--- src/rtl/memory_page_pkg.sv ---
// Shared definitions for the memory page arbiter.
// Holds default widths/requester count and the FSM state type used by the top.
package memory_page_pkg;

  localparam int DEFAULT_NUM_REQ    = 4;
  localparam int DEFAULT_ADDR_WIDTH = 13;
  localparam int DEFAULT_ELEM_WIDTH = 8;

  // One transaction in flight: arbitrate, touch the page, report back.
  typedef enum logic [1:0] {
    ST_IDLE   = 2'd0,
    ST_ACCESS = 2'd1,
    ST_RESP   = 2'd2
  } state_t;

endpackage

--- src/rtl/rr_arbiter.sv ---
// Round-robin winner search, purely combinational.
// Ports:
//   req        - request vector, one bit per requester
//   last_grant - index of the most recently granted requester
//   grant      - one-hot winner (all zero when nothing requests)
//   idx        - encoded winner index (0 when nothing requests)
//   any_req    - high when at least one request bit is set
module rr_arbiter #(
  parameter int NUM_REQ = 4,
  parameter int IDX_W   = 2
) (
  input  logic [NUM_REQ-1:0] req,
  input  logic [IDX_W-1:0]   last_grant,
  output logic [NUM_REQ-1:0] grant,
  output logic [IDX_W-1:0]   idx,
  output logic               any_req
);

  logic found;
  int   cand;

  // Walk from last_grant+1 around the ring; the first set bit wins, so the
  // requester just served ends up with the lowest priority.
  always_comb begin
    found = 1'b0;
    idx   = '0;
    cand  = 0;
    for (int i = 1; i <= NUM_REQ; i++) begin
      cand = int'(last_grant) + i;
      if (cand >= NUM_REQ) cand = cand - NUM_REQ;
      if (!found && req[cand[IDX_W-1:0]]) begin
        found = 1'b1;
        idx   = cand[IDX_W-1:0];
      end
    end
    any_req = found;
    grant   = found ? (NUM_REQ'(1) << idx) : '0;
  end

endmodule

--- src/rtl/memory_page_arbiter.sv ---
// Memory page arbiter: round-robin arbitration of NUM_REQ requesters onto a
// single memory page with registered read data. One transaction at a time,
// fixed latency: handshake edge T, memory cycle T+1, response cycle T+2.
// Ports:
//   clk_i, arst_ni                  - clock, asynchronous active-low reset
//   req_valid_i/write_i/addr_i/wdata_i - per-requester request (flattened)
//   req_ready_o                     - one-hot grant/accept, IDLE only
//   rsp_valid_o, rsp_rdata_o        - one-hot completion pulse and read data
//   mem_we_o, mem_addr_o, mem_wdata_o, mem_rdata_i - memory page port
//   busy_o                          - high whenever the FSM is not IDLE
module memory_page_arbiter
  import memory_page_pkg::*;
#(
  parameter int NUM_REQ    = DEFAULT_NUM_REQ,
  parameter int ADDR_WIDTH = DEFAULT_ADDR_WIDTH,
  parameter int ELEM_WIDTH = DEFAULT_ELEM_WIDTH
) (
  input  logic                          clk_i,
  input  logic                          arst_ni,
  input  logic [NUM_REQ-1:0]            req_valid_i,
  input  logic [NUM_REQ-1:0]            req_write_i,
  input  logic [NUM_REQ*ADDR_WIDTH-1:0] req_addr_i,
  input  logic [NUM_REQ*ELEM_WIDTH-1:0] req_wdata_i,
  output logic [NUM_REQ-1:0]            req_ready_o,
  output logic [NUM_REQ-1:0]            rsp_valid_o,
  output logic [ELEM_WIDTH-1:0]         rsp_rdata_o,
  output logic                          mem_we_o,
  output logic [ADDR_WIDTH-1:0]         mem_addr_o,
  output logic [ELEM_WIDTH-1:0]         mem_wdata_o,
  input  logic [ELEM_WIDTH-1:0]         mem_rdata_i,
  output logic                          busy_o
);

  localparam int IDX_W = $clog2(NUM_REQ);

  state_t                 state_reg, state_next;
  logic [IDX_W-1:0]       last_grant_reg;
  logic [IDX_W-1:0]       idx_reg;
  logic                   write_reg;
  logic [ADDR_WIDTH-1:0]  addr_reg;
  logic [ELEM_WIDTH-1:0]  wdata_reg;

  logic [NUM_REQ-1:0]     win_grant;
  logic [IDX_W-1:0]       win_idx;
  logic                   win_any;
  logic                   handshake;

  rr_arbiter #(
    .NUM_REQ (NUM_REQ),
    .IDX_W   (IDX_W)
  ) u_rr_arbiter (
    .req        (req_valid_i),
    .last_grant (last_grant_reg),
    .grant      (win_grant),
    .idx        (win_idx),
    .any_req    (win_any)
  );

  // The winner is always a valid requester, so IDLE plus any request is a
  // handshake at the next edge.
  assign handshake = (state_reg == ST_IDLE) && win_any;

  always_comb begin
    state_next = state_reg;
    case (state_reg)
      ST_IDLE:   if (win_any) state_next = ST_ACCESS;
      ST_ACCESS: state_next = ST_RESP;
      ST_RESP:   state_next = ST_IDLE;
      default:   state_next = ST_IDLE;
    endcase
  end

  always_ff @(posedge clk_i or negedge arst_ni) begin
    if (!arst_ni) begin
      state_reg      <= ST_IDLE;
      last_grant_reg <= IDX_W'(NUM_REQ - 1);  // requester 0 first after reset
      idx_reg        <= '0;
      write_reg      <= 1'b0;
      addr_reg       <= '0;
      wdata_reg      <= '0;
    end else begin
      state_reg <= state_next;
      if (handshake) begin
        last_grant_reg <= win_idx;
        idx_reg        <= win_idx;
        write_reg      <= req_write_i[win_idx];
        addr_reg       <= req_addr_i[win_idx*ADDR_WIDTH +: ADDR_WIDTH];
        wdata_reg      <= req_wdata_i[win_idx*ELEM_WIDTH +: ELEM_WIDTH];
      end
    end
  end

  // Ready is combinational; it is also masked by reset so that every output
  // reads 0 while arst_ni is held low, even with requests pending.
  assign req_ready_o = (arst_ni && (state_reg == ST_IDLE)) ? win_grant : '0;

  assign mem_addr_o  = addr_reg;
  assign mem_we_o    = (state_reg == ST_ACCESS) && write_reg;
  assign mem_wdata_o = ((state_reg == ST_ACCESS) && write_reg) ? wdata_reg : '0;

  assign rsp_valid_o = (state_reg == ST_RESP) ? (NUM_REQ'(1) << idx_reg) : '0;
  assign rsp_rdata_o = ((state_reg == ST_RESP) && !write_reg) ? mem_rdata_i : '0;

  assign busy_o = (state_reg != ST_IDLE);

endmodule
--- config.mk ---
export PLATFORM = sky130hd
export DESIGN_NAME = memory_page_arbiter
export DESIGN_NICKNAME = d
export VERILOG_FILES = /design/src/rtl/memory_page_pkg.sv /design/src/rtl/rr_arbiter.sv /design/src/rtl/memory_page_arbiter.sv
export SDC_FILE = /design/constraint.sdc
export NUM_CORES = 1
export LEC_CHECK = 0
export ABC_AREA = 1
export CORE_ASPECT_RATIO = 1.5
export CORE_MARGIN = 5
export CORE_UTILIZATION = 35
export CTS_BUF_LIST = sky130_fd_sc_hd__clkbuf_8
export CTS_CLUSTER_DIAMETER = 100
export DETAILED_ROUTE_END_ITERATION = 8
export PLACE_DENSITY = 0.89
export SKIP_CTS_REPAIR_TIMING = 1
export SYNTH_ARGS = -nofsm -noshare
export SYNTH_HDL_FRONTEND = slang
export SYNTH_SLANG_ARGS = --single-unit
--- constraint.sdc ---
create_clock -name clk_i -period 2.02 [get_ports clk_i]
set_clock_uncertainty 0.1 [all_clocks]
set_input_delay 0.202 -clock clk_i [delete_from_list [all_inputs] [get_ports clk_i]]
set_output_delay 0.202 -clock clk_i [all_outputs]
set_load 0.03 [all_outputs]
==> results of run 1 <==
==> stage by stage <==
| stage | cell area, µm² | hold WS [ns] |
|---|---|---|
| 6_report | 4390 | 0.217 |
| 3_5_place_dp | 4060 | 0.365 |
| 3_3_place_gp | 4060 | 0.350 |
| 2_1_floorplan | 2460 | -0.194 |
| 5_1_grt | 4390 | 0.232 |
| 4_1_cts | 4130 | 0.215 |
==> synthesized netlist by cell type <==
cell / n / share of area [%]
inv_2: 5 / 0.79
nand2_4: 1 / 0.47
o21a_1: 1 / 0.32
dfrtp_1: 26 / 27
dfstp_2: 2 / 2.2
nand2_2: 4 / 1.1
nand3_2: 1 / 0.42
nor3_1: 8 / 1.7
nand3_1: 47 / 9.9
clkbuf_1: 10 / 1.6
nand3b_1: 1 / 0.32
or2_2: 1 / 0.26
nand4_1: 1 / 0.26
nand2_1: 255 / 40
buf_6: 4 / 1.9
a21oi_1: 1 / 0.21
inv_1: 27 / 4.3
nor2_4: 1 / 0.47
nor2_1: 21 / 3.3
buf_2: 10 / 2.1
o21ai_1: 3 / 0.63
o21ai_0: 2 / 0.42
==> critical path: cells and delay by family (launching register included) <==
family	cells	cell delay [ns]
simple gates	9	0.98
buf+inv	3	0.37
flops	1	0.62
==> cell families after synthesis <==
group	count (synthesis)
buf+inv	56
compound gates	7
flops	28
simple gates	341
==> worst paths after layout <==
path                                              endpoint                           from  depth (start not counted)
worst max-delay path                        req_ready_o[3]  last_grant_reg[0]$_DFFE_PN1P_                         12
worst min-delay path                idx_reg[1]$_DFFE_PN0P_                        arst_ni                          2
worst max register to register    wdata_reg[6]$_DFFE_PN0P_  last_grant_reg[0]$_DFFE_PN1P_                         17
worst min register to register    state_reg[1]$_DFFE_PN0P_       state_reg[1]$_DFFE_PN0P_                          1
max in group asynchronous       mem_addr_o[12]$_DFFE_PN0P_                        arst_ni                          2
min in group clk_i                state_reg[1]$_DFFE_PN0P_       state_reg[1]$_DFFE_PN0P_                          1
==> area by class of cell <==
class	count	area [µm²]
clock buffer	3	41.3
clock inverter	1	30.0
fill	552	2180
inverter	32	128
multi-input combinational	348	1540
sequential	28	703
tap	76	95.1
timing repair buffer	178	1860
==> routing by layer <==
| metal | up-vias | track usage [%] | wire length [µm] |
|---|---|---|---|
| li1 | 1632 | - | - |
| met2 | 148 | 36.8 | 5130 |
| met1 | 1493 | 20.2 | 3440 |
| met4 | 0 | 5.28 | 258 |
| met5 | - | 0 | 0 |
| met3 | 23 | 3.90 | 763 |
==> power groups by stage <==
stage	clock, µW	combinational, µW	sequential [µW]
finish	442	7470	1060
global route	467	8230	1090
CTS	451	6660	1060
detailed placement	0	6610	1060
global placement	0	6440	1060
floorplan	0	4370	1250
==> results by group, run 1 <==
Layout
  – Net count, final: about 690
  – Share of layout cells above drive strength 1: 13.7%
  – Fin util: about two thirds
  – Antenna Cells: 0
  – Non-filler cells, final: approximately 670
  – Most frequent cells in the layout: nand2_1 (244), clkdlybuf4s50_1 (115), nand3_1 (46)
  – Max reg flops: 13
  – Layout overhead on the synthesized area: 84.4%
  – Most common cell after layout, fill and taps aside: nand2_1

Synthesis
  – Syn avg cell area: between 5 and 6 µm²
  – Post-Synth XOR/XNOR Area: 0%
  – Fraction of synthesized area in multiplexers: 0%
  – Yosys cell types: 22
  – Synth Warn #: 0
  – Proportion of synthesized chip area in sequential cells: 29.5%
  – Simple logic cell fraction of the synthesized area: between 50% and 60%
  – Netlist Area Pre-Place: roughly 2400 µm²
  – Largest family of logic cells by synthesized area: simple AND/OR/NAND/NOR gates
  – Register bit total from synthesis: 28
  – Post-synth net total: 534
  – Synth Area in Adders: 0%
  – Synth Area in Compound Gates: between 1.5 and 2%
  – Post-Syn Instances: around 430

STA
  – Final setup TNS: -8.62 ns
  – Final setup vio count: 26
  – Worst relative slew slack: between 70% and 80%
  – Setup ws final: -0.526 ns
  – Period minus WS final: 2.55 ns
  – Final period utilization: 126%
  – Pins Over Slew Limit: 0
  – RSZ-0062 raised after global routing: true
  – Worst slew pin tran: 0.371 ns
  – Max Freq: 0.393 GHz
  – Final Hold Vio Count: 0

Floorplanning
  – Die ar.: roughly 8600 µm²
  – IO Count: ~140
  – Die height: between 100 and 150 µm
  – Site Rows: 36
  – Initial core utilization: a little over a third
  – Core Box Area: 6580 µm²
  – Die X: approximately 77 µm

GRT
  – Largest net degree at the start of global routing: 33
  – Vias in the first global route: around 3.0k
  – Total GRT Usage: a little under a fifth
  – Antenna violations before repair: 0
  – First-pass GRT wire length: between 10 and 15 mm
  – GR Overflow Total: 0

Route
  – Routed Antenna Nets: 0
  – DR DRC count: 0
  – Drt first pass iters: 5
  – Detailed Route WL: 9.59 mm
  – Initial drt markers: around 140
  – Avg Vias per Cell: between 4 and 5
  – WL/cell: between 10 and 15 µm
  – Vias: 3296

Power and ir drop
  – Clk pwr share: about 5%
  – LEAKAGE: roughly 0.0026 µW
  – Comb power frac: 83.3%
  – Pwr dens: approximately 2000 nW/µm²
  – Sequential power share: 11.8%
  – Worst IR drop on VDD: roughly 1.5 mV
  – Sw frac: ~53%
  – P_int: 4210 µW
  – Switch Pwr: roughly 4800 µW
  – Pwr Total: between 8000 and 9000 µW

Setup path
  – Setup CP Type: reg2out
  – FF-to-FF setup slack: -0.33 ns
  – Critical Path AT: around 2.2 ns
  – CP Capture Type: output port
  – CP max stage delay: about 0.62 ns
  – Crit path max fanout: 8
  – CP Cell Sequence: inv_4 -> nand2_1 -> nand2_1 -> nand2_2 -> nand2_2 -> nor2_4 -> nand3_2 -> nand2_4 -> nand2_8 -> buf_12 -> nor3_4 -> buf_6
  – WP data required: about 1.7 ns
  – Critical path's slowest cell: dfstp_2
  – Setup crit start kind: register

Placement
  – Routability congestion estimate: 0.836
  – Hpwl dp: 6.87 mm
  – Port bufs: 140
  – Dpl cells: 650
  – Setup Slack @ Placement: -0.277 ns

Status
  – Status: complete, but fails checks
  – Failing checks: negative setup slack

CTS
  – Clock-pin slew on the worst setup and hold paths: 0.10 ns
  – H-tree levels: 1
  – CTS root buf: clkbuf_8
  – Clock Latency Late Sink: about 0.27 ns
  – # clock sinks: 28
  – Max Root-Sink Buffers: 2
  – Number of buffers created by CTS: 3
  – CTS tree: yes

Min path
  – Worst Hold Class: in2async

Flow run
  – Max Cap Viol: 0
(Power assumes the default switching activity.)
==> run 2, diff against run 1 <==
--- a/config.mk
+++ b/config.mk
@@ -12,6 +12,8 @@
 export CTS_BUF_LIST = sky130_fd_sc_hd__clkbuf_8
 export CTS_CLUSTER_DIAMETER = 100
 export DETAILED_ROUTE_END_ITERATION = 8
+export GPL_ROUTABILITY_DRIVEN = 0
+export MAX_ROUTING_LAYER = met4
 export PLACE_DENSITY = 0.89
 export SKIP_CTS_REPAIR_TIMING = 1
 export SYNTH_ARGS = -nofsm -noshare
==> run 2 against run 1 <==
Against the previous run:
- the run still ends with negative setup slack left
- design area is the same
- routed wire length shrank 0.19%
- hold slack lost 0.0030 ns
- critical path type unchanged
- largest cell class unchanged
==> results by group, run 2 (synthesis gave the netlist of run 1 again) <==
Setup path
  – Worst reg2reg path depth: 17 (unchanged)
  – WP data required: 1.72 ns (about the same)
  – Setup crit start kind: register
  – Critical Path AT: 2.24 ns (about the same)
  – Crit path max fanout: 8 (unchanged)
  – CP Capture Type: output port
  – Setup CP Type: reg2out

Layout
  – Multi-input gate area: 1540 µm² (unchanged)
  – Fin area: 4390 µm² (unchanged)
  – Max reg flops: 13 (unchanged)
  – Net count, final: 693 (unchanged)
  – Fill cell count: 552 (unchanged)
  – Sequential cell area: 703 µm² (unchanged)
  – Layout overhead on the synthesized area: 84.4% (unchanged)
  – Most frequent cells in the layout: nand2_1 (244), clkdlybuf4s50_1 (115), nand3_1 (46)
  – Most common cell after layout, fill and taps aside: nand2_1
  – Antenna Cells: 0 (unchanged)
  – Share of layout cells above drive strength 1: 13.7% (unchanged)

Power and ir drop
  – Pwr Total: 8970 µW (about the same)
  – Worst IR drop on VDD: 1.48 mV (+0.40%)
  – LEAKAGE: 0.00264 µW (unchanged)
  – Pwr dens: 2040 nW/µm² (about the same)

Placement
  – Setup Slack @ Placement: -0.277 ns (unchanged)
  – Hpwl dp: 6.87 mm (unchanged)
  – Post-placement cell area: 4060 µm² (unchanged)
  – Port bufs: 140 (unchanged)

GRT
  – Antenna violations before repair: 0 (unchanged)
  – Largest net degree at the start of global routing: 33 (unchanged)
  – Vias in the first global route: 3034 (+0.099%)
  – First-pass GRT wire length: 13.8 mm (-0.20%)
  – Total GRT Usage: 19.6% (+0.50 points)
  – GR Overflow Total: 0 (unchanged)

Status
  – Failing checks: negative setup slack
  – Status: complete, but fails checks

Route
  – DR DRC count: 0 (unchanged)
  – Routed Antenna Nets: 0 (unchanged)
  – Detailed Route WL: 9.57 mm (-0.19%)
  – WL/cell: 14.4 µm (-0.19%)
  – Avg Vias per Cell: 4.95 (about the same)
  – Initial drt markers: 158 (+12%)
  – Vias: 3297 (+0.030%)
  – Drt first pass iters: 4 (-1)

STA
  – Final period utilization: 126% (about the same)
  – Period minus WS final: 2.54 ns (-0.00181 ns)
  – Worst relative slew slack: 75.3% (about the same)
  – Final setup TNS: -8.56 ns (+0.0657 ns)
  – RSZ-0062 raised after global routing: true
  – Final setup vio count: 26 (unchanged)
  – Setup ws final: -0.524 ns (+0.00181 ns)
  – Max Freq: 0.393 GHz (about the same)
  – Worst slew pin tran: 0.370 ns (-0.000608 ns)
  – Final Hold Vio Count: 0 (unchanged)
  – Min Hold Slack: 0.214 ns (-0.00297 ns)
  – Pins Over Slew Limit: 0 (unchanged)

CTS
  – Max Root-Sink Buffers: 2 (unchanged)
  – Clock Latency Late Sink: 0.27 ns (about the same)
  – Clock-pin slew on the worst setup and hold paths: 0.10 ns (about the same)
  – H-tree levels: 1 (unchanged)
  – # clock sinks: 28 (unchanged)
  – CTS tree: yes
  – Number of buffers created by CTS: 3 (unchanged)
  – CTS root buf: clkbuf_8

Floorplanning
  – Initial core utilization: 36.2% (unchanged)
  – Die ar.: 8590 µm² (unchanged)
  – Site Rows: 36 (unchanged)
  – Die height: 111 µm (unchanged)
  – Core Box Area: 6580 µm² (unchanged)
  – Die X: 77.4 µm (unchanged)
  – IO Count: 141 (unchanged)

Min path
  – Worst Hold Class: in2async

Flow run
  – Max Cap Viol: 0 (unchanged)
==> run 2: critical path: stages, from the launching register on <==
cell	delay, ns
dfstp_2	0.62
inv_4	0.08
nand2_1	0.10
nand2_1	0.10
nand2_2	0.09
nand2_2	0.07
nor2_4	0.14
nand3_2	0.10
nand2_4	0.11
nand2_8	0.08
buf_12	0.14
nor3_4	0.18
buf_6	0.15
==> run 2: per-layer routing <==
metal,GRT usage (%),part of all wire (%),up-vias
li1,-,-,1633
met1,20.6,36,1497
met2,36.9,54,148
met3,3.09,7.3,19
met4,5.28,2.3,0
met5,-,0,-
==> run 2: power breakdown <==
part,switching (µW),leakage (µW),internal [µW],total [µW]
logic,4410,0.00225,3060,7470
registers,180,0.000347,877,1060
clock network,177,0.0000357,265,442
total,4760,0.00264,4210,8970
==> run 2: worst paths after layout <==
| check | from | to | slack, ns |
|---|---|---|---|
| hold reg to reg | state_reg[1]$_DFFE_PN0P_ | state_reg[1]$_DFFE_PN0P_ | 0.38 |
| hold / removal | arst_ni | idx_reg[1]$_DFFE_PN0P_ | 0.21 |
| max in group asynchronous | arst_ni | mem_addr_o[12]$_DFFE_PN0P_ | 1.26 |
| min in group clk_i | state_reg[1]$_DFFE_PN0P_ | state_reg[1]$_DFFE_PN0P_ | 0.38 |
| setup reg to reg | last_grant_reg[0]$_DFFE_PN1P_ | wdata_reg[6]$_DFFE_PN0P_ | -0.33 |
| setup / recovery | last_grant_reg[0]$_DFFE_PN1P_ | req_ready_o[3] | -0.52 |
==> run 2: final cells by class <==
| cell class | instances | share of cell area (%) |
|---|---|---|
| clock buffers | 3 | 0.940 |
| clock inverters | 1 | 0.684 |
| repair buffers | 178 | 42.3 |
| multi-input cells | 348 | 35.0 |
| well taps | 76 | 2.16 |
| flip-flops and latches | 28 | 16.0 |
| inverters | 32 | 2.91 |
==> run 2: stage by stage <==
step,instances,util (%)
2_1_floorplan,432,-
3_3_place_gp,650,61.7
3_5_place_dp,650,61.7
4_1_cts,654,62.7
5_1_grt,666,66.8
6_report,666,66.8
==> run 3, diff against run 2 <==
--- a/config.mk
+++ b/config.mk
@@ -6,11 +6,13 @@
 export NUM_CORES = 1
 export LEC_CHECK = 0
 export ABC_AREA = 1
+export CELL_PAD_IN_SITES_DETAIL_PLACEMENT = 1
+export CELL_PAD_IN_SITES_GLOBAL_PLACEMENT = 2
 export CORE_ASPECT_RATIO = 1.5
 export CORE_MARGIN = 5
-export CORE_UTILIZATION = 35
+export CORE_UTILIZATION = 16
 export CTS_BUF_LIST = sky130_fd_sc_hd__clkbuf_8
-export CTS_CLUSTER_DIAMETER = 100
+export CTS_CLUSTER_DIAMETER = 150
 export DETAILED_ROUTE_END_ITERATION = 8
 export GPL_ROUTABILITY_DRIVEN = 0
 export MAX_ROUTING_LAYER = met4
==> run 3 against run 2 <==
Against the previous run:
- highest routed layer unchanged
- the flow still finishes with violations (negative setup slack)
- count of clock-buffer cells in the layout stayed put
- design area is 6.4% higher
- hold slack worse by 0.033 ns
- sequential power hardly changed
- critical endpoint is now req_ready_o[1]
- register-to-register slack better by 0.07 ns
- sequential cell count stayed put
- critical path type unchanged
==> results by group, run 3 (synthesis gave the netlist of run 1 again) <==
Setup path
  – CP Capture Type: output port
  – Crit path max fanout: 7 (-1)
  – Worst path bufs/invs: 3 (unchanged)
  – Reg-to-reg critical path endpoint: wdata_reg[0]$_DFFE_PN0P_
  – RR Startpoint: last_grant_reg[0]$_DFFE_PN1P_
  – Setup crit start kind: register
  – Setup CP Type: reg2out
  – WP data required: 1.72 ns (about the same)
  – Crit path max-delay family: simple AND/OR/NAND/NOR gates
  – Crit path top cell by count: nand2_2
  – Worst reg2reg path depth: 17 (unchanged)
  – Critical path's slowest cell: dfstp_2
  – CP max stage delay: 0.61 ns (about the same)
  – Critical Path AT: 2.21 ns (-0.03 ns)
  – FF-to-FF setup slack: -0.26 ns (+0.07 ns)
  – CP Cell Sequence: inv_4 -> nand2_2 -> nand2_2 -> nand2_2 -> nand2_4 -> nor2_4 -> nand3_2 -> nand2_4 -> nand2_8 -> buf_12 -> nor3_4 -> buf_12

Status
  – Failing checks: negative setup slack
  – Status: complete, but fails checks

Layout
  – Layout overhead on the synthesized area: 96.1%
  – Net count, final: 697 (+0.58%)
  – Non-filler cells, final: 790 (+19%)
  – Max reg flops: 13 (unchanged)
  – Fin area: 4670 µm² (+6.4%)
  – Share of layout cells above drive strength 1: 17.5% (+3.8 points)
  – Most frequent cells in the layout: nand2_1 (239), clkdlybuf4s50_1 (114), nand3_1 (46)
  – Antenna Cells: 0 (unchanged)
  – Most common cell after layout, fill and taps aside: nand2_1

Route
  – Vias: 3262 (-1.1%)
  – Initial drt markers: 99 (-37%)
  – Drt first pass iters: 4 (unchanged)
  – WL/cell: 15.2 µm (+5.9%)
  – Avg Vias per Cell: 4.13 (-17%)
  – Routed Antenna Nets: 0 (unchanged)
  – DR DRC count: 0 (unchanged)
  – Detailed Route WL: 12.0 mm (+26%)

Power and ir drop
  – Worst IR drop on VDD: 0.807 mV (-45%)
  – Clk pwr share: 4.7% (-0.2 points)
  – LEAKAGE: 0.00252 µW (-4.5%)
  – Sw frac: 53.1% (about the same)
  – Comb power frac: 84.5% (+1.2 points)
  – P_int: 4580 µW (+8.9%)
  – Pwr dens: 2090 nW/µm² (+2.5%)
  – Switch Pwr: 5190 µW (+9.0%)
  – Sequential power share: 10.8% (-1.0 points)
  – Pwr Total: 9770 µW (+9.0%)

GRT
  – Total GRT Usage: 12.3% (-7.2 points)
  – Largest net degree at the start of global routing: 45 (+36%)
  – GR Overflow Total: 0 (unchanged)
  – Vias in the first global route: 3385 (+12%)
  – Antenna violations before repair: 0 (unchanged)
  – First-pass GRT wire length: 16.9 mm (+23%)

Floorplanning
  – Site Rows: 54 (+50%)
  – Die ar.: 17500 µm² (+100%)
  – Die X: 110 µm (+42%)
  – Initial core utilization: 16.3% (-20 points)
  – Die height: 159 µm (+44%)
  – IO Count: 141 (unchanged)
  – Core Box Area: 14600 µm² (+120%)

Placement
  – Setup Slack @ Placement: -0.323 ns (-0.0460 ns)
  – Post-placement cell area: 4280 µm² (+5.5%)
  – Port bufs: 140 (unchanged)
  – Dpl cells: 768 (+18%)
  – Hpwl dp: 8.97 mm (+31%)

Flow run
  – Max Cap Viol: 0 (unchanged)

CTS
  – Number of buffers created by CTS: 3 (unchanged)
  – # clock sinks: 28 (unchanged)
  – H-tree levels: 1 (unchanged)
  – Clock Latency Late Sink: 0.28 ns (about the same)
  – CTS root buf: clkbuf_8
  – Max Root-Sink Buffers: 2 (unchanged)
  – Clock-pin slew on the worst setup and hold paths: 0.10 ns (about the same)
  – CTS tree: yes

STA
  – Final Hold Vio Count: 0 (unchanged)
  – Final setup vio count: 28 (+7.7%)
  – Pins Over Slew Limit: 0 (unchanged)
  – Max Freq: 0.398 GHz (+1.1%)
  – Min Hold Slack: 0.181 ns (-0.0325 ns)
  – Final period utilization: 125% (-1.4 points)
  – Setup ws final: -0.496 ns (+0.0285 ns)
  – Period minus WS final: 2.52 ns (-0.0285 ns)
  – RSZ-0062 raised after global routing: true
  – Worst relative slew slack: 74.9% (-0.35 points)
  – Worst slew pin tran: 0.375 ns (+0.00473 ns)

Min path
  – Worst Hold Class: in2async
[run 3: changes by cell type in the layout (fill, tap and decap cells not counted), sizes merged]
cell / previous run / this run
dlymetal6s2s: 21 / 10
clkdlybuf4s50: 115 / 114
buf: 40 / 47
clkbuf: 5 / 14
[run 3: how the worst max path moves through the flow]
| stage | start | endpoint | slack (ns) | cells past startpoint |
|---|---|---|---|---|
| after floorplan | last_grant_reg[1]$_DFFE_PN1P_ | req_ready_o[2] | -0.21 | 13 |
| after CTS | last_grant_reg[0]$_DFFE_PN1P_ | req_ready_o[1] | -0.66 | 12 |
| after global placement | req_valid_i[2] | write_reg$_DFFE_PN0P_ | -0.24 | 16 |
| after global routing | last_grant_reg[0]$_DFFE_PN1P_ | req_ready_o[1] | -0.61 | 12 |
| final | last_grant_reg[0]$_DFFE_PN1P_ | req_ready_o[1] | -0.50 | 12 |
| after detailed placement | last_grant_reg[0]$_DFFE_PN1P_ | req_ready_o[1] | -0.32 | 12 |
[run 3: worst reg2reg max path, stage by stage (launching register included)]
cell and delay (ns):
dfstp_2 0.61, inv_4 0.08, nand2_2 0.06, nand2_2 0.07
nand2_2 0.10, nand2_4 0.08, nor2_4 0.15, nand3_2 0.10
nand2_4 0.10, nand2_8 0.08, buf_4 0.17, clkbuf_16 0.16
nand2_1 0.06, nand2_1 0.04, nand2_1 0.06, nand2_1 0.05
nand2_1 0.06, nand2_1 0.05
[run 3: power by group through the flow]
| stage | registers (µW) | clock network, µW | logic, µW |
|---|---|---|---|
| after floorplan | 1250 | 0 | 4370 |
| after global placement | 1070 | 0 | 6850 |
| after detailed placement | 1090 | 0 | 6970 |
| after CTS | 1080 | 477 | 7010 |
| after global routing | 1100 | 494 | 9100 |
| final | 1060 | 457 | 8260 |
[run 3: layout make-up]
cell class                 count  area, µm²
tap                          196        245
clock inverter                 1       30.0
timing repair buffer         182       1970
inverter                      32        130
fill                        1859       9920
clock buffer                   3       41.3
sequential                    28        703
multi-input combinational    348       1550
[run 3: per-stage QoR]
step	setup TNS, ns	utilization [%]
after floorplan	-0.947	-
after global placement	-5.90	29.3
after detailed placement	-7.65	29.3
after CTS	-12.18	29.8
after global routing	-12.01	32.0
final	-7.29	32.0
[run 3: routing by layer]
| metal | up-vias | track usage [%] | routed length, µm |
|---|---|---|---|
| met1 | 1527 | 13.9 | 4750 |
| met3 | 11 | 0.527 | 393 |
| met5 | - | - | 0 |
| li1 | 1635 | - | - |
| met2 | 89 | 23.5 | 6740 |
| met4 | 0 | 2.72 | 134 |
